### src/rtl/multicycle_control_if.sv
// Control bundle between the multicycle RV32 main FSM and its datapath.
// The master modport is the controller; the slave modport is the datapath side.
interface multicycle_control_if;
    logic [6:0] opcode;
    logic       zero;
    logic       mem_ready;
    logic       pc_write;
    logic       ir_write;
    logic       mem_read;
    logic       mem_write;
    logic       iord;
    logic [1:0] alu_src_a;
    logic [1:0] alu_src_b;
    logic [1:0] aluop;
    logic       reg_write;
    logic       mem_to_reg;
    logic       pc_source;
    logic       fault;
    logic [3:0] state;

    modport master (
        input  opcode, zero, mem_ready,
        output pc_write, ir_write, mem_read, mem_write, iord,
        output alu_src_a, alu_src_b, aluop, reg_write, mem_to_reg,
        output pc_source, fault, state
    );

    modport slave (
        output opcode, zero, mem_ready,
        input  pc_write, ir_write, mem_read, mem_write, iord,
        input  alu_src_a, alu_src_b, aluop, reg_write, mem_to_reg,
        input  pc_source, fault, state
    );
endinterface

### src/rtl/multicycle_control.sv
// Main control FSM for the multicycle RV32 datapath (R-type, LW, SW, BEQ),
// with a memory-stall watchdog that traps into a sticky FAULT state.
//
// state     | meaning
// FETCH     | read instruction at PC, PC+4 into PC when memory is ready
// DECODE    | dispatch on opcode, branch target into ALUOut
// MEM_ADDR  | compute load/store address
// MEM_READ  | load data from memory
// MEM_WB    | write loaded data to the register file
// MEM_WRITE | store data to memory
// EXECUTE   | R-type ALU operation
// ALU_WB    | write ALU result to the register file
// BRANCH    | compare and conditionally take the branch
// FAULT     | sticky trap, left only by reset
module multicycle_control #(
    parameter int unsigned STALL_TIMEOUT = 15
) (
    input  logic clk,
    input  logic rst,
    multicycle_control_if.master bus
);

    localparam int CW = (STALL_TIMEOUT > 0) ? $clog2(STALL_TIMEOUT + 1) : 1;
    localparam logic [CW-1:0] CNT_LAST = (STALL_TIMEOUT > 0) ? CW'(STALL_TIMEOUT - 1) : '0;
    localparam logic [CW-1:0] CNT_MAX  = '1;

    localparam logic [6:0] OP_R   = 7'b0110011;
    localparam logic [6:0] OP_LW  = 7'b0000011;
    localparam logic [6:0] OP_SW  = 7'b0100011;
    localparam logic [6:0] OP_BEQ = 7'b1100011;

    typedef enum logic [3:0] {
        ST_FETCH     = 4'd0,
        ST_DECODE    = 4'd1,
        ST_MEM_ADDR  = 4'd2,
        ST_MEM_READ  = 4'd3,
        ST_MEM_WB    = 4'd4,
        ST_MEM_WRITE = 4'd5,
        ST_EXECUTE   = 4'd6,
        ST_ALU_WB    = 4'd7,
        ST_BRANCH    = 4'd8,
        ST_FAULT     = 4'd9
    } state_e;

    typedef struct packed {
        logic       mem_read;
        logic       mem_write;
        logic       iord;
        logic [1:0] alu_src_a;
        logic [1:0] alu_src_b;
        logic [1:0] aluop;
        logic       reg_write;
        logic       mem_to_reg;
        logic       pc_source;
        logic       fault;
        logic       in_fetch;
        logic       in_branch;
    } ctrl_t;

    state_e          state_q, state_d;
    logic [CW-1:0]   wait_q, wait_d;
    ctrl_t           ctrl_q;
    logic            waiting;
    logic            timeout_hit;

    // Outputs are registered from the next state so they decode the current state.
    function automatic ctrl_t decode(state_e s);
        ctrl_t c;
        c = '0;
        case (s)
            ST_FETCH: begin
                c.mem_read  = 1'b1;
                c.alu_src_b = 2'b01;
                c.in_fetch  = 1'b1;
            end
            ST_DECODE:   c.alu_src_b = 2'b10;
            ST_MEM_ADDR: begin
                c.alu_src_a = 2'b01;
                c.alu_src_b = 2'b10;
            end
            ST_MEM_READ: begin
                c.mem_read = 1'b1;
                c.iord     = 1'b1;
            end
            ST_MEM_WB: begin
                c.reg_write  = 1'b1;
                c.mem_to_reg = 1'b1;
            end
            ST_MEM_WRITE: begin
                c.mem_write = 1'b1;
                c.iord      = 1'b1;
            end
            ST_EXECUTE: begin
                c.alu_src_a = 2'b01;
                c.aluop     = 2'b10;
            end
            ST_ALU_WB:   c.reg_write = 1'b1;
            ST_BRANCH: begin
                c.alu_src_a = 2'b01;
                c.aluop     = 2'b01;
                c.pc_source = 1'b1;
                c.in_branch = 1'b1;
            end
            ST_FAULT:    c.fault = 1'b1;
            default:     c = '0;
        endcase
        return c;
    endfunction

    always_comb begin
        state_d     = ST_FAULT;
        waiting     = 1'b0;
        timeout_hit = (STALL_TIMEOUT != 0) && (wait_q == CNT_LAST);
        case (state_q)
            ST_FETCH: begin
                waiting = 1'b1;
                if (bus.mem_ready)    state_d = ST_DECODE;
                else if (timeout_hit) state_d = ST_FAULT;
                else                  state_d = ST_FETCH;
            end
            ST_DECODE: begin
                case (bus.opcode)
                    OP_R:         state_d = ST_EXECUTE;
                    OP_LW, OP_SW: state_d = ST_MEM_ADDR;
                    OP_BEQ:       state_d = ST_BRANCH;
                    default:      state_d = ST_FAULT;
                endcase
            end
            ST_MEM_ADDR: begin
                if (bus.opcode == OP_LW)      state_d = ST_MEM_READ;
                else if (bus.opcode == OP_SW) state_d = ST_MEM_WRITE;
                else                          state_d = ST_FAULT;
            end
            ST_MEM_READ: begin
                waiting = 1'b1;
                if (bus.mem_ready)    state_d = ST_MEM_WB;
                else if (timeout_hit) state_d = ST_FAULT;
                else                  state_d = ST_MEM_READ;
            end
            ST_MEM_WRITE: begin
                waiting = 1'b1;
                if (bus.mem_ready)    state_d = ST_FETCH;
                else if (timeout_hit) state_d = ST_FAULT;
                else                  state_d = ST_MEM_WRITE;
            end
            ST_MEM_WB:  state_d = ST_FETCH;
            ST_EXECUTE: state_d = ST_ALU_WB;
            ST_ALU_WB:  state_d = ST_FETCH;
            ST_BRANCH:  state_d = ST_FETCH;
            ST_FAULT:   state_d = ST_FAULT;
            default:    state_d = ST_FAULT;
        endcase

        if (state_d != state_q)
            wait_d = '0;
        else if (waiting && !bus.mem_ready && (wait_q != CNT_MAX))
            wait_d = wait_q + 1'b1;
        else
            wait_d = wait_q;
    end

    always_ff @(posedge clk) begin
        if (rst) begin
            state_q <= ST_FETCH;
            wait_q  <= '0;
            ctrl_q  <= decode(ST_FETCH);
        end else begin
            state_q <= state_d;
            wait_q  <= wait_d;
            ctrl_q  <= decode(state_d);
        end
    end

    // Strobes are killed combinationally while reset is held.
    assign bus.pc_write   = !rst && ((ctrl_q.in_fetch && bus.mem_ready) ||
                                     (ctrl_q.in_branch && bus.zero));
    assign bus.ir_write   = !rst && ctrl_q.in_fetch && bus.mem_ready;
    assign bus.mem_read   = !rst && ctrl_q.mem_read;
    assign bus.mem_write  = !rst && ctrl_q.mem_write;
    assign bus.reg_write  = !rst && ctrl_q.reg_write;
    assign bus.iord       = ctrl_q.iord;
    assign bus.alu_src_a  = ctrl_q.alu_src_a;
    assign bus.alu_src_b  = ctrl_q.alu_src_b;
    assign bus.aluop      = ctrl_q.aluop;
    assign bus.mem_to_reg = ctrl_q.mem_to_reg;
    assign bus.pc_source  = ctrl_q.pc_source;
    assign bus.fault      = ctrl_q.fault;
    assign bus.state      = state_q;

endmodule

### src/flat_wrapper.sv
// flat-port wrapper written by rule: the top's interface ports become plain ports
module multicycle_control_flat 
#(
    parameter int unsigned STALL_TIMEOUT = 15
)
  (clk, rst, bus_opcode, bus_zero, bus_mem_ready, bus_pc_write, bus_ir_write, bus_mem_read, bus_mem_write, bus_iord, bus_alu_src_a, bus_alu_src_b, bus_aluop, bus_reg_write, bus_mem_to_reg, bus_pc_source, bus_fault, bus_state);
  multicycle_control_if bus_i ();
  input  logic clk;
  input  logic rst;
  input wire logic [$bits(bus_i.opcode)-1:0] bus_opcode;
  input wire logic [$bits(bus_i.zero)-1:0] bus_zero;
  input wire logic [$bits(bus_i.mem_ready)-1:0] bus_mem_ready;
  output wire logic [$bits(bus_i.pc_write)-1:0] bus_pc_write;
  output wire logic [$bits(bus_i.ir_write)-1:0] bus_ir_write;
  output wire logic [$bits(bus_i.mem_read)-1:0] bus_mem_read;
  output wire logic [$bits(bus_i.mem_write)-1:0] bus_mem_write;
  output wire logic [$bits(bus_i.iord)-1:0] bus_iord;
  output wire logic [$bits(bus_i.alu_src_a)-1:0] bus_alu_src_a;
  output wire logic [$bits(bus_i.alu_src_b)-1:0] bus_alu_src_b;
  output wire logic [$bits(bus_i.aluop)-1:0] bus_aluop;
  output wire logic [$bits(bus_i.reg_write)-1:0] bus_reg_write;
  output wire logic [$bits(bus_i.mem_to_reg)-1:0] bus_mem_to_reg;
  output wire logic [$bits(bus_i.pc_source)-1:0] bus_pc_source;
  output wire logic [$bits(bus_i.fault)-1:0] bus_fault;
  output wire logic [$bits(bus_i.state)-1:0] bus_state;
  assign bus_i.opcode = bus_opcode;
  assign bus_i.zero = bus_zero;
  assign bus_i.mem_ready = bus_mem_ready;
  assign bus_pc_write = bus_i.pc_write;
  assign bus_ir_write = bus_i.ir_write;
  assign bus_mem_read = bus_i.mem_read;
  assign bus_mem_write = bus_i.mem_write;
  assign bus_iord = bus_i.iord;
  assign bus_alu_src_a = bus_i.alu_src_a;
  assign bus_alu_src_b = bus_i.alu_src_b;
  assign bus_aluop = bus_i.aluop;
  assign bus_reg_write = bus_i.reg_write;
  assign bus_mem_to_reg = bus_i.mem_to_reg;
  assign bus_pc_source = bus_i.pc_source;
  assign bus_fault = bus_i.fault;
  assign bus_state = bus_i.state;
  multicycle_control #(.STALL_TIMEOUT(STALL_TIMEOUT)) u_core (.clk(clk), .rst(rst), .bus(bus_i));
endmodule
### config.mk
export PLATFORM = sky130hd
export DESIGN_NAME = multicycle_control_flat
export DESIGN_NICKNAME = d
export VERILOG_FILES = /design/src/rtl/multicycle_control_if.sv /design/src/rtl/multicycle_control.sv /design/src/flat_wrapper.sv
export SDC_FILE = /design/constraint.sdc
export NUM_CORES = 1
export LEC_CHECK = 0
export BUFFER_PORTS_ARGS = -buffer_cell sky130_fd_sc_hd__buf_2
export CORE_MARGIN = 3
export CORE_UTILIZATION = 46
export DETAILED_ROUTE_END_ITERATION = 12
export PLACE_DENSITY = 0.84
export SKIP_LAST_GASP = 1
export SYNTH_ARGS = -nofsm -noshare
export SYNTH_HDL_FRONTEND = slang
export SYNTH_SLANG_ARGS = --single-unit
export TNS_END_PERCENT = 100
### constraint.sdc
create_clock -name clk -period 1.7 [get_ports clk]
set_input_delay 0.34 -clock clk [delete_from_list [all_inputs] [get_ports clk]]
set_output_delay 0.34 -clock clk [all_outputs]
set_load 0.1 [all_outputs]
# After elaboration in Yosys (flattened, before gate mapping)
# Index checks and enable logic that the tools add are counted.
[op_classes]
eq_ne = 24
n_addsub = 1
n_reduce_logical = 24
muxes = 22
[ops]
columns = ["operator", "count"]
rows = [
  ["$eq A4 B3 Y1 const B", 8],
  ["$mux W4", 8],
  ["$pmux W4 S7", 1],
  ["$eq A4 B2 Y1 const B", 4],
  ["$eq A4 B4 Y1 const B", 4],
  ["$eq A7 B6 Y1 const B", 2],
  ["$pmux W4 S3", 1],
  ["$reduce_or A2 Y1", 6],
  ["$logic_and A1 B1 Y1", 10],
  ["$mux W1", 10],
  ["$reduce_or A3 Y1", 3],
  ["$eq A4 B1 Y1 const B", 2],
  ["$logic_not A4 Y1", 2],
  ["$pmux W2 S2", 2],
  ["$eq A7 B2 Y1 const B", 1],
  ["$eq A7 B7 Y1 const B", 1],
  ["$add A4 B1 Y4 const B", 1],
  ["$ne A4 B4 Y1", 1],
  ["$ne A4 B4 Y1 const B", 1],
  ["$logic_not A1 Y1", 2],
  ["$logic_or A1 B1 Y1", 1],
]
[word_totals]
word_cells = 84
reg_bits = 22

# Logic depth before layout (Yosys ltp)
# Gate-level depths: netlist of run 1.
[logic_depth]
word_depth = 7
depth_mapped = 8
ltp_nobuf = 8

# Worst setup path before layout of run 1
# Ideal clock, no wire load.
[synth_timing]
path_type = "register -> output"
from = "reg, netlist name u_core.bus.aluop[0]"
to = "out bus_pc_write"
path_slack_ns = -1.136
arrival_time_ns = 2.496
path_stages_with_launch = 3
cell_sequence = "dfxtp_1 nand2_1 o21bai_1"
[synth_lines]
columns = ["element", "line_no", "text"]
rows = [
  ["end, declared", "flat_wrapper.sv:13", "output wire logic [$bits(bus_i.pc_write)-1:0] bus_pc_write;"],
]

# Worst setup path in the final report of run 1
[layout_timing]
from = "reg u_core.state_q[1], in the netlist u_core.bus.state[1]"
to = "reg u_core.wait_q[1]"
[layout_via]
elab_chain_cells = 5
[layout_rtl]
columns = ["element", "line_no", "text"]
rows = [
  ["start, declared", "multicycle_control.sv:60", "state_e state_q, state_d;"],
  ["start signal, assigned", "multicycle_control.sv:168", "state_q <= state_d;"],
  ["$eq A4 B3 Y1, or another cell as far along", "multicycle_control.sv:114", "case (state_q)"],
  ["$reduce_or A3 Y1 (no line)", "n/a", ""],
  ["$pmux W4 S7 or $mux W1 (tied branches)", "multicycle_control.sv:114", ""],
  ["$ne A4 B4 Y1 or $logic_and A1 B1 Y1 (tied branches)", "multicycle_control.sv:154, multicycle_control.sv:156", ""],
  ["$reduce_or A2 Y1 (no line) or $logic_and A1 B1 Y1 (tied branches)", "n/a", ""],
  ["end signal, assigned", "multicycle_control.sv:169", "wait_q <= wait_d;"],
  ["end, declared", "multicycle_control.sv:61", "logic [CW-1:0] wait_q, wait_d;"],
]
# Several ways; a longest one is shown, not always the timed one.
# A chain may end at the register's enable or synchronous reset.

==> results of run 1 <==
## synth_stat cells, types with 2 or more instances
cell type | count | area (µm²)
sky130_fd_sc_hd__dfxtp_1 | 19 | 380
sky130_fd_sc_hd__nor2_1 | 13 | 48.8
sky130_fd_sc_hd__nor2b_1 | 8 | 50.1
sky130_fd_sc_hd__nor3_1 | 8 | 40.0
sky130_fd_sc_hd__buf_4 | 6 | 45.0
sky130_fd_sc_hd__nand2b_1 | 6 | 37.5
sky130_fd_sc_hd__nand2_1 | 5 | 18.8
sky130_fd_sc_hd__buf_2 | 4 | 20.0
sky130_fd_sc_hd__a21o_1 | 3 | 22.5
sky130_fd_sc_hd__a21oi_1 | 3 | 15.0
sky130_fd_sc_hd__and3b_1 | 3 | 26.3
sky130_fd_sc_hd__o21ai_1 | 3 | 15.0
sky130_fd_sc_hd__a211oi_2 | 2 | 25.0
sky130_fd_sc_hd__and2b_1 | 2 | 15.0
sky130_fd_sc_hd__ha_1 | 2 | 25.0
sky130_fd_sc_hd__inv_1 | 2 | 7.51
sky130_fd_sc_hd__inv_2 | 2 | 7.51
sky130_fd_sc_hd__nand3_1 | 2 | 10.0
sky130_fd_sc_hd__nor3b_1 | 2 | 15.0
sky130_fd_sc_hd__o21ai_0 | 2 | 10.0
sky130_fd_sc_hd__xnor2_1 | 2 | 17.5
sky130_fd_sc_hd__xor2_1 | 2 | 17.5
## worst min path at each step
stage,start,endpoint
floorplan,rst,u_core.bus.state[0]
global placement,u_core.wait_q[1],u_core.wait_q[1]
detailed placement,u_core.wait_q[1],u_core.wait_q[1]
CTS,rst,u_core.bus.state[0]
global route,rst,u_core.bus.state[0]
finish,rst,u_core.bus.state[0]
## area by class of cell
class,count,area share
Inverter,4,0.00816
Clock buffer,4,0.0143
Multi-Input combinational cell,98,0.494
Sequential cell,19,0.216
Tap cell,28,0.0190
Timing Repair Buffer,59,0.248
## placed cells by master (no fill, tap or decap), types with 3 or more instances in the layout
master                     instances
sky130_fd_sc_hd__a211oi_2          3
sky130_fd_sc_hd__a21o_1            3
sky130_fd_sc_hd__a21oi_1           3
sky130_fd_sc_hd__and3b_1           3
sky130_fd_sc_hd__buf_12            5
sky130_fd_sc_hd__buf_2            24
sky130_fd_sc_hd__buf_4            27
sky130_fd_sc_hd__buf_6             3
sky130_fd_sc_hd__clkbuf_4          3
sky130_fd_sc_hd__dfxtp_1          13
sky130_fd_sc_hd__dfxtp_4           4
sky130_fd_sc_hd__inv_2             3
sky130_fd_sc_hd__nand2_1           4
sky130_fd_sc_hd__nand2b_1          4
sky130_fd_sc_hd__nor2_1           12
sky130_fd_sc_hd__nor2b_1           5
sky130_fd_sc_hd__nor3_1            5
## per-layer routing
layer | vias to the layer above | part of all wire
met5 | - | 0
met2 | 42 | 0.53
met3 | 8 | 0.051
met4 | 0 | 0.021
met1 | 590 | 0.39
li1 | 584 | -
## power by group through the flow
stage                     Combinational, µW  Clock, µW  Sequential [µW]
after floorplan                         584          0              649
after global placement                  862          0              542
after detailed placement                885          0              544
after CTS                               967        226              536
after global routing                   1100        248              553
final                                  1050        223              551
## through the flow
step / TNS, ns / worst slack (ns)
floorplan: -0.704 / -0.295
global placement: -0.374 / -0.0850
detailed placement: -0.970 / -0.133
CTS: -0.0511 / -0.0456
global route: -0.824 / -0.119
finish: -0.146 / -0.0658
## timing repair
action                                  in CTS  in global routing
resized for setup                           17                 17
pin swaps                                   10                 14
endpoints found under the setup margin      14                 16
buffers inserted                             3                  6
## logic make-up after synthesis
kind of cell / count (synthesis) / share of synthesized area
other: 1 / 0.00326
multiplexers: 1 / 0.00870
AO/OA/AOI/OAI: 29 / 0.203
XOR/XNOR: 5 / 0.0446
buffers and inverters: 15 / 0.0728
flip-flops: 19 / 0.330
AND/OR/NAND/NOR: 60 / 0.315
adder cells (fa/ha/maj): 2 / 0.0217
==> summary.log, run 1 <==
qor: status.status finished, violations left
qor: status.failed_checks setup timing
qor: layout.multi_input_comb_area 910 µm²
qor: cts.clk_path_buf_depth 2
qor: sta.final.min_clock_period 1.77 ns
qor: layout.layout-drive-gt1-share 0.582
qor: synthesis.mappedNetlistArea 1150 µm²
qor: cts.numCtsBuffers 3
qor: cts.cts.clk_slew.worst_paths 0.10 ns
qor: floorplan.floorplan_die_width 56.0 µm
qor: drt.drt_iter0_drc 50
qor: power.totalPowerFinal 1820 µW
qor: critical_path.register_to_register_setup_slack -0.07 ns
qor: critical_path.critPathLaunch u_core.bus.state[1]
qor: critical_path.critical_path.max_fanout 6
qor: hold_path.hold_path_depth 2
qor: sta.fmax 0.566 GHz
qor: sta.unrepaired_setup_endpoints_after_global_routing true
qor: sta.finalHoldViolCount 0
qor: sta.final_max_slew_viol_count 0
qor: critical_path.worstPathRequired 1.92 ns
qor: power.comb_power_share 0.575
qor: drt.postRouteAntennaNets 0
qor: critical_path.critical_path.slowest_cell sky130_fd_sc_hd__dfxtp_4
qor: cts.clk_root_buffer_cell sky130_fd_sc_hd__clkbuf_4
qor: cts.tritoncts_clock_tree done
qor: global_routing.globalRoute.totalOverflow 0
qor: drt.wire_per_inst 18.5 µm
qor: cts.cts_hold_repair.buffers 0
qor: global_routing.grt_use_total 0.227
qor: power.share_seq_of_total_power 0.302
qor: placed_design.dpl.hpwl 2500 µm
qor: drt.route.vias.total 1,224
qor: critical_path.number_of_cells_on_the_worst_reg_to_reg_path 6
qor: global_routing.met1_usage_grt 0.268
qor: sta.worst_hold_slack 0.352 ns
qor: power.share_clk_of_total_power 0.123
qor: global_routing.grt_busiest_layer met2
qor: global_routing.grt_pass1_wl 5750 µm
qor: hold_path.worstHoldPathType input port to flip-flop
qor: critical_path.critPathArrivalTime 1.99 ns
qor: layout.post_layout_nonfiller_instances 212
qor: layout.post-route-cell-area 1840 µm²
qor: synthesis.syn_area_per_cell 8.72 µm²
qor: global_routing.grt_start_max_net_pins 18
qor: power.power.density 990 nW/µm²
qor: drt.drt_wl_total 3920 µm
qor: sta.postLayoutSetupSlackWorst -0.0658 ns
qor: placed_design.placed_cells 199
qor: critical_path.cpPeakStageDelay 0.38 ns
qor: synthesis.yosys_warnings 0
qor: layout.area.sequential 398 µm²
qor: critical_path.cpLargestDelayFamily compound AO/OA/AOI/OAI gates
qor: power.net_switching_power_figure 846 µW
qor: floorplan.core.rowCount 17
qor: cts.htree_levels 1
qor: power.power.internal 977 µW
qor: layout.nNetsFinal 198
qor: sta.setup_viol 6
qor: critical_path.setup.worst_path.class flip-flop to flip-flop
qor: synthesis.syn-num-nets 145
qor: critical_path.worst_path_cell_trace buf_6 > o32a_1 > a32o_2 > xnor2_2 > nand4_2 > a211oi_2
qor: floorplan.die_h 56.0 µm
qor: synthesis.async_flop_share 0
qor: synthesis.post_synth_inst_count 132
qor: synthesis.synth-edff-count 0
qor: cts.cts.sinks 19
qor: global_routing.globalRouteMet3Util 0.0441
qor: power.vdd.ir_drop.worst 0.979 mV
qor: layout.final_core_util 0.801
qor: layout.synthToLayoutAreaGrowth 59.9%
qor: cts.clock_insertion_delay_worst_skew 0.30 ns
qor: global_routing.grtUsageMet2 0.421
qor: drt.avgViaCountPerCell 5.77
qor: floorplan.die-area 3140 µm²
qor: floorplan.core_area 2300 µm²
qor: critical_path.setup.worst_path.start_class flip-flop
qor: drt.remaining_drc_errors 0
qor: critical_path.critical_path.reg2reg.startpoint u_core.bus.state[1]
qor: drt.first_pass_iteration_count_of_the_detailed_router 4
qor: floorplan.num_io_pins 30
qor: critical_path.end_kind flip-flop
qor: sta.skew 0.00609 ns
qor: synthesis.synth_flop_cell sky130_fd_sc_hd__dfxtp_1
qor: layout.antenna_cells_inserted 0
qor: job.max_cap_viol_count 0
qor: power.switching_fraction_of_total_power 0.464
qor: critical_path.cp.depth 6
qor: floorplan.start_util 0.501
qor: critical_path.r2r_endpoint u_core.wait_q[1]
qor: placed_design.gpl.final_weighted_congestion 0.919
qor: synthesis.ys_seq_area_frac 0.330
qor: global_routing.antenna_found_initial 0
qor: synthesis.total_of_flip_flops_plus_latches_after_synthesis 19
qor: critical_path.critPathBufInv 1
qor: critical_path.critPathCapture u_core.wait_q[1]
qor: layout.fill_cells 141
qor: power.total_leakage_power 0.000789 µW
qor: placed_design.port_buffers 28
qor: placed_design.placed_area 1590 µm²
qor: sta.final.period_utilization 1.04
qor: synthesis.synth_cell_type_count 53
qor: global_routing.first_global_vias 1,209
Note: power is estimated with default switching activity, not from simulation.
==> run 2: changes to the inputs <==
==> constraint.sdc (replaced) <==
create_clock -name clk -period 1.7 [get_ports clk]
set_input_delay 0.085 -clock clk [delete_from_list [all_inputs] [get_ports clk]]
set_output_delay 0.085 -clock clk [all_outputs]
set_load 0.1 [all_outputs]
==> summary.log, run 2 (synthesis results as in run 1) <==
qor: layout.final_common_cell sky130_fd_sc_hd__buf_2
qor: power.vdd.ir_drop.worst 0.946 mV [-3.4%]
qor: sta.final_max_slew_viol_count 0 [unchanged]
qor: cts.numCtsBuffers 3 [unchanged]
qor: power.net_switching_power_figure 866 µW [+2.4%]
qor: global_routing.first_global_vias 1,142 [-5.5%]
qor: drt.postRouteAntennaNets 0 [unchanged]
qor: cts.clk_path_buf_depth 2 [unchanged]
qor: placed_design.gpl.final_weighted_congestion 0.970 [+5.5%]
qor: floorplan.num_io_pins 30 [unchanged]
qor: hold_path.hold_path_depth 2 [unchanged]
qor: cts.clock_insertion_delay_worst_skew 0.31 ns [about the same]
qor: global_routing.globalRoute.totalOverflow 0 [unchanged]
qor: critical_path.cpPeakStageDelay 0.55 ns [+0.17 ns]
qor: cts.htree_levels 1 [unchanged]
qor: power.power.internal 956 µW [-2.2%]
qor: drt.wire_per_inst 16.9 µm [-8.6%]
qor: power.switching_fraction_of_total_power 0.475 [+0.0113]
qor: sta.skew 0.00760 ns [+0.00151 ns]
qor: sta.setup_viol 14 [+8]
qor: critical_path.worstPathRequired 1.97 ns [+0.05 ns]
qor: global_routing.grt_pass1_wl 5150 µm [-11%]
qor: sta.final.min_clock_period 1.84 ns [+0.0702 ns]
qor: drt.drt_iter0_drc 36 [-28%]
qor: critical_path.worst_path_cell_trace or4b_4 > o21ai_4 > a211oi_2 > a211o_1 > nand2_2 > o211a_1
qor: floorplan.die_h 56.0 µm [unchanged]
qor: critical_path.end_kind flip-flop
qor: layout.antenna_cells_inserted 0 [unchanged]
qor: sta.finalHoldViolCount 0 [unchanged]
qor: placed_design.dpl.hpwl 2260 µm [-9.5%]
qor: job.max_cap_viol_count 0 [unchanged]
qor: placed_design.placed_cells 195 [-2.0%]
qor: drt.remaining_drc_errors 0 [unchanged]
qor: status.failed_checks setup timing
qor: placed_design.placed_area 1450 µm² [-8.8%]
qor: drt.drt_wl_total 3520 µm [-10%]
qor: placed_design.port_buffers 28 [unchanged]
qor: power.comb_power_share 0.563 [-0.012]
qor: layout.nNetsFinal 194 [-2.0%]
qor: sta.fmax 0.545 GHz [-3.8%]
qor: floorplan.core_area 2300 µm² [unchanged]
qor: power.power.density 1080 nW/µm² [+8.7%]
qor: sta.worst_hold_slack 0.137 ns [-0.215 ns]
qor: cts.cts.clk_slew.worst_paths 0.13 ns [+0.03 ns]
qor: cts.cts.sinks 19 [unchanged]
qor: hold_path.worstHoldPathType input port to flip-flop
qor: sta.postLayoutSetupSlackWorst -0.136 ns [-0.0702 ns]
qor: layout.synthToLayoutAreaGrowth 47.1%
qor: power.total_leakage_power 0.000749 µW [-5.1%]
qor: floorplan.start_util 0.501 [unchanged]
qor: global_routing.grt_start_max_net_pins 18 [unchanged]
qor: critical_path.critPathArrivalTime 2.10 ns [+0.11 ns]
qor: cts.tritoncts_clock_tree done
qor: drt.avgViaCountPerCell 5.87 [+1.6%]
qor: floorplan.floorplan_die_width 56.0 µm [unchanged]
qor: critical_path.critical_path.max_fanout 7 [+1]
qor: sta.final.period_utilization 1.08 [+0.0413]
qor: layout.layout-drive-gt1-share 0.550 [-0.0315]
qor: critical_path.critical_path.slowest_cell sky130_fd_sc_hd__or4b_4
qor: critical_path.number_of_cells_on_the_worst_reg_to_reg_path 6 [unchanged]
qor: layout.area.sequential 398 µm² [unchanged]
qor: drt.route.vias.total 1,220 [-0.33%]
qor: power.share_seq_of_total_power 0.298 [-0.004]
qor: critical_path.setup.worst_path.class flip-flop to flip-flop
qor: layout.mostFrequentLayoutCells sky130_fd_sc_hd__buf_2 (28), sky130_fd_sc_hd__buf_4 (26), sky130_fd_sc_hd__dfxtp_1 (13)
qor: status.status finished, violations left
qor: global_routing.grt_use_total 0.204 [-0.0229]
qor: floorplan.core.rowCount 17 [unchanged]
qor: cts.cts_hold_repair.buffers 0 [unchanged]
qor: critical_path.setup.worst_path.start_class flip-flop
qor: layout.post_layout_nonfiller_instances 208 [-1.9%]
qor: cts.clk_root_buffer_cell sky130_fd_sc_hd__clkbuf_4
qor: drt.first_pass_iteration_count_of_the_detailed_router 4 [unchanged]
qor: floorplan.die-area 3140 µm² [unchanged]
qor: global_routing.antenna_found_initial 0 [unchanged]
qor: layout.multi_input_comb_area 871 µm² [-4.3%]
qor: sta.unrepaired_setup_endpoints_after_global_routing true
qor: power.share_clk_of_total_power 0.140 [+0.017]
qor: layout.fill_cells 166 [+18%]
qor: layout.post-route-cell-area 1690 µm² [-8.0%]
==> run 2: cell count changes in the layout (fill, tap and decap cells not counted), sizes merged <==
cell,delta
buf,-4
clkbuf,-1
clkinv,+1
==> run 2: power groups by stage <==
| stage | clock network (µW) | registers, µW | logic (µW) |
|---|---|---|---|
| 5_1_grt | 274 | 549 | 1070 |
| 3_5_place_dp | 0 | 550 | 836 |
| 6_report | 255 | 542 | 1030 |
| 2_1_floorplan | 0 | 649 | 564 |
| 3_3_place_gp | 0 | 546 | 818 |
| 4_1_cts | 244 | 541 | 878 |
==> run 2: critical path: cells and delay by family, from the launching register on <==
family,cells,cell delay [ns]
simple gates,2,0.68
compound gates,4,0.71
flops,1,0.41
==> run 2: timing repair <==
action,CTS,global route
buffers inserted,2,7
cloned,0,0
pin swaps,4,6
endpoints found under the setup margin,15,16
gates resized for setup,8,20
==> run 2: metal layers <==
metal	share of wire	GRT usage
met3	0.051	0.0325
met1	0.41	0.233
met5	0	0
met2	0.52	0.362
met4	0.019	0.105
==> run 2: path summary, 6_finish.rpt <==
check | startpoint | end | slack [ns]
hold / removal | rst | u_core.bus.state[0] | 0.14
hold reg to reg | u_core.wait_q[1] | u_core.wait_q[1] | 0.62
setup / recovery | u_core.bus.state[0] | u_core.ctrl_q[5] | -0.14
setup reg to reg | u_core.bus.state[0] | u_core.ctrl_q[5] | -0.14
==> run 2: layout make-up <==
type,instances,share of cell area
Inverter,4,0.00887
Tap cell,28,0.0207
Multi-Input combinational cell,98,0.514
Clock buffer,3,0.0133
Clock inverter,1,0.00296
Sequential cell,19,0.235
Timing Repair Buffer,55,0.205
==> run 2: through the flow <==
step | utilization | total power, µW | setup slack [ns] | setup TNS, ns
floorplan | - | 1210 | -0.0801 | -0.609
global placement | 0.631 | 1360 | -0.0888 | -0.364
detailed placement | 0.631 | 1390 | -0.183 | -1.05
CTS | 0.665 | 1660 | -0.0718 | -0.231
global route | 0.737 | 1900 | -0.178 | -1.90
finish | 0.737 | 1820 | -0.136 | -0.784
==> run 3: changes to the inputs <==
--- a/config.mk
+++ b/config.mk
@@ -9,7 +9,7 @@
 export CORE_MARGIN = 3
 export CORE_UTILIZATION = 46
 export DETAILED_ROUTE_END_ITERATION = 12
-export PLACE_DENSITY = 0.84
+export PLACE_DENSITY = 0.76
 export SKIP_LAST_GASP = 1
 export SYNTH_ARGS = -nofsm -noshare
 export SYNTH_HDL_FRONTEND = slang
==> summary.log, run 3 (synthesis results as in run 1) <==
qor: power.total_leakage_power 0.000786 µW [+5.0%]
qor: critical_path.critical_path.slowest_cell sky130_fd_sc_hd__or4b_4
qor: critical_path.setup.worst_path.class flip-flop to flip-flop
qor: hold_path.hold_path_depth 2 [unchanged]
qor: drt.postRouteAntennaNets 0 [unchanged]
qor: power.power.internal 955 µW [-0.14%]
qor: sta.tightest_slew 0.559 ns
qor: cts.clk_root_buffer_cell sky130_fd_sc_hd__clkbuf_4
qor: global_routing.first_global_vias 1,167 [+2.2%]
qor: critical_path.number_of_cells_on_the_worst_reg_to_reg_path 6 [unchanged]
qor: floorplan.die-area 3140 µm² [unchanged]
qor: drt.avgViaCountPerCell 5.67 [-3.4%]
qor: power.net_switching_power_figure 827 µW [-4.5%]
qor: job.max_cap_viol_count 0 [unchanged]
qor: layout.final_common_cell sky130_fd_sc_hd__buf_4
qor: sta.maxSlewHeadroom 0.623
qor: floorplan.num_io_pins 30 [unchanged]
qor: power.share_seq_of_total_power 0.306 [+0.008]
qor: cts.cts_hold_repair.buffers 0 [unchanged]
qor: critical_path.register_to_register_setup_slack -0.05 ns [+0.08 ns]
qor: power.comb_power_share 0.572 [+0.009]
qor: placed_design.gpl.final_weighted_congestion 0.877 [-9.5%]
qor: cts.clock_insertion_delay_worst_skew 0.29 ns [-0.02 ns]
qor: layout.nNetsFinal 201 [+3.6%]
qor: layout.layout-drive-gt1-share 0.615 [+0.0650]
qor: floorplan.core.rowCount 17 [unchanged]
qor: cts.htree_levels 1 [unchanged]
qor: layout.antenna_cells_inserted 0 [unchanged]
qor: critical_path.worstPathRequired 1.92 ns [-0.05 ns]
qor: placed_design.port_buffers 28 [unchanged]
qor: layout.post-route-cell-area 1790 µm² [+5.8%]
qor: drt.wire_per_inst 16.7 µm [-1.5%]
qor: power.power.density 995 nW/µm² [-7.5%]
qor: cts.numCtsBuffers 3 [unchanged]
qor: sta.skew 0.00225 ns [-0.00536 ns]
qor: floorplan.start_util 0.501 [unchanged]
qor: critical_path.critical_path.max_fanout 6 [-1]
qor: cts.clk_path_buf_depth 2 [unchanged]
qor: critical_path.setup.worst_path.start_class flip-flop
qor: cts.tritoncts_clock_tree done
qor: status.failed_checks setup timing
qor: sta.final_max_slew_viol_count 0 [unchanged]
qor: layout.fill_cells 147 [-11%]
qor: hold_path.worst_hold_path.endpoint u_core.bus.state[1]
qor: drt.route.vias.total 1,218 [-0.16%]
qor: sta.tns -0.371 ns [+0.413 ns]
qor: sta.final.period_utilization 1.03 [-0.0496]
qor: drt.drt_wl_total 3580 µm [+1.8%]
qor: placed_design.placed_area 1460 µm² [+0.86%]
qor: critical_path.critical_path.reg2reg.startpoint u_core.bus.state[0]
qor: global_routing.grt_start_max_net_pins 18 [unchanged]
qor: floorplan.core_area 2300 µm² [unchanged]
qor: global_routing.antenna_found_initial 0 [unchanged]
qor: sta.final.min_clock_period 1.75 ns [-0.0844 ns]
qor: drt.first_pass_iteration_count_of_the_detailed_router 5 [+1]
qor: global_routing.globalRoute.totalOverflow 0 [unchanged]
qor: hold_path.worstHoldPathType input port to flip-flop
qor: critical_path.critPathArrivalTime 1.98 ns [-0.12 ns]
qor: global_routing.grt_use_total 0.211 [+0.00659]
qor: power.vdd.ir_drop.worst 0.926 mV [-2.1%]
qor: power.share_clk_of_total_power 0.122 [-0.018]
qor: power.switching_fraction_of_total_power 0.464 [-0.0110]
qor: drt.drt_iter0_drc 34 [-5.6%]
qor: critical_path.r2r_endpoint u_core.bus.aluop[1]
qor: drt.remaining_drc_errors 0 [unchanged]
qor: sta.finalHoldViolCount 0 [unchanged]
qor: floorplan.die_h 56.0 µm [unchanged]
qor: global_routing.grt_pass1_wl 5300 µm [+3.0%]
qor: critical_path.worst_path_cell_trace or4b_4 > o21ai_4 > a211oi_2 > a211o_1 > buf_6 > nor3_2
qor: hold_path.min_from rst
qor: sta.fmax 0.571 GHz [+4.8%]
qor: cts.cts.clk_slew.worst_paths 0.10 ns [-0.03 ns]
qor: critical_path.cpPeakStageDelay 0.55 ns [about the same]
qor: power.totalPowerFinal 1780 µW [-2.2%]
qor: layout.mostFrequentLayoutCells sky130_fd_sc_hd__buf_4 (29), sky130_fd_sc_hd__buf_2 (28), sky130_fd_sc_hd__dfxtp_1 (13)
qor: layout.synthToLayoutAreaGrowth 55.5%
qor: placed_design.placed_cells 195 [unchanged]
qor: sta.postLayoutSetupSlackWorst -0.0516 ns [+0.0844 ns]
qor: cts.cts.sinks 19 [unchanged]
qor: layout.post_layout_nonfiller_instances 215 [+3.4%]
qor: sta.unrepaired_setup_endpoints_after_global_routing true
qor: critical_path.end_kind flip-flop
qor: placed_design.dpl.hpwl 2150 µm [-4.8%]
qor: critical_path.critPathLaunch u_core.bus.state[0]
qor: sta.setup_viol 12 [-2]
qor: floorplan.floorplan_die_width 56.0 µm [unchanged]
qor: status.status finished, violations left
-- run 3: area by class of cell --
type / count / area, µm² / share of cell area
clock buffer: 4 / 26.3 / 0.0147
tap: 28 / 35.0 / 0.0196
inverter: 4 / 15.0 / 0.00839
timing repair buffer: 62 / 423 / 0.236
sequential: 19 / 398 / 0.222
multi-input combinational: 98 / 893 / 0.499
-- run 3: stage by stage --
| step | setup slack [ns] | hold WS (ns) | util |
|---|---|---|---|
| after global placement | -0.0840 | 0.453 | 0.636 |
| after CTS | -0.0604 | 0.162 | 0.706 |
| after global routing | -0.170 | 0.174 | 0.779 |
| after detailed placement | -0.143 | 0.472 | 0.636 |
| after floorplan | -0.0801 | 0.147 | - |
| final | -0.0516 | 0.183 | 0.779 |
-- run 3: layer usage --
| metal | up-vias | share of wire | wire, µm | GRT usage |
|---|---|---|---|---|
| li1 | 583 | - | - | - |
| met4 | 0 | 0.024 | 86 | 0.0780 |
| met1 | 558 | 0.39 | 1400 | 0.245 |
| met5 | - | 0 | 0 | 0 |
| met3 | 14 | 0.068 | 245 | 0.0534 |
| met2 | 63 | 0.52 | 1850 | 0.369 |
-- run 3: what timing repair did --
item                       CTS  global route
buffers inserted             8             9
pin swaps                   15            18
setup endpoints to repair   16            17
resized for setup           15            29
-- run 3: worst max-delay path by stage --
stage	end	slack (ns)
after CTS	u_core.wait_q[1]	-0.06
after global placement	u_core.bus.iord	-0.08
final	u_core.bus.aluop[1]	-0.05
after floorplan	u_core.wait_q[1]	-0.08
after detailed placement	u_core.bus.iord	-0.14
after global routing	u_core.wait_q[3]	-0.17
-- run 3: power by group through the flow --
stage / sequential, µW / combinational (µW) / clock, µW
6_report: 545 / 1020 / 218
5_1_grt: 550 / 1070 / 243
3_3_place_gp: 548 / 815 / 0
4_1_cts: 536 / 916 / 224
3_5_place_dp: 553 / 828 / 0
2_1_floorplan: 649 / 564 / 0
-- run 3: critical path: cells and delay by family, from the launching register on --
family,cells,cell delay (ns)
AND/OR/NAND/NOR,2,0.63
AO/OA/AOI/OAI,3,0.51
flip-flops,1,0.40
buffers and inverters,1,0.15
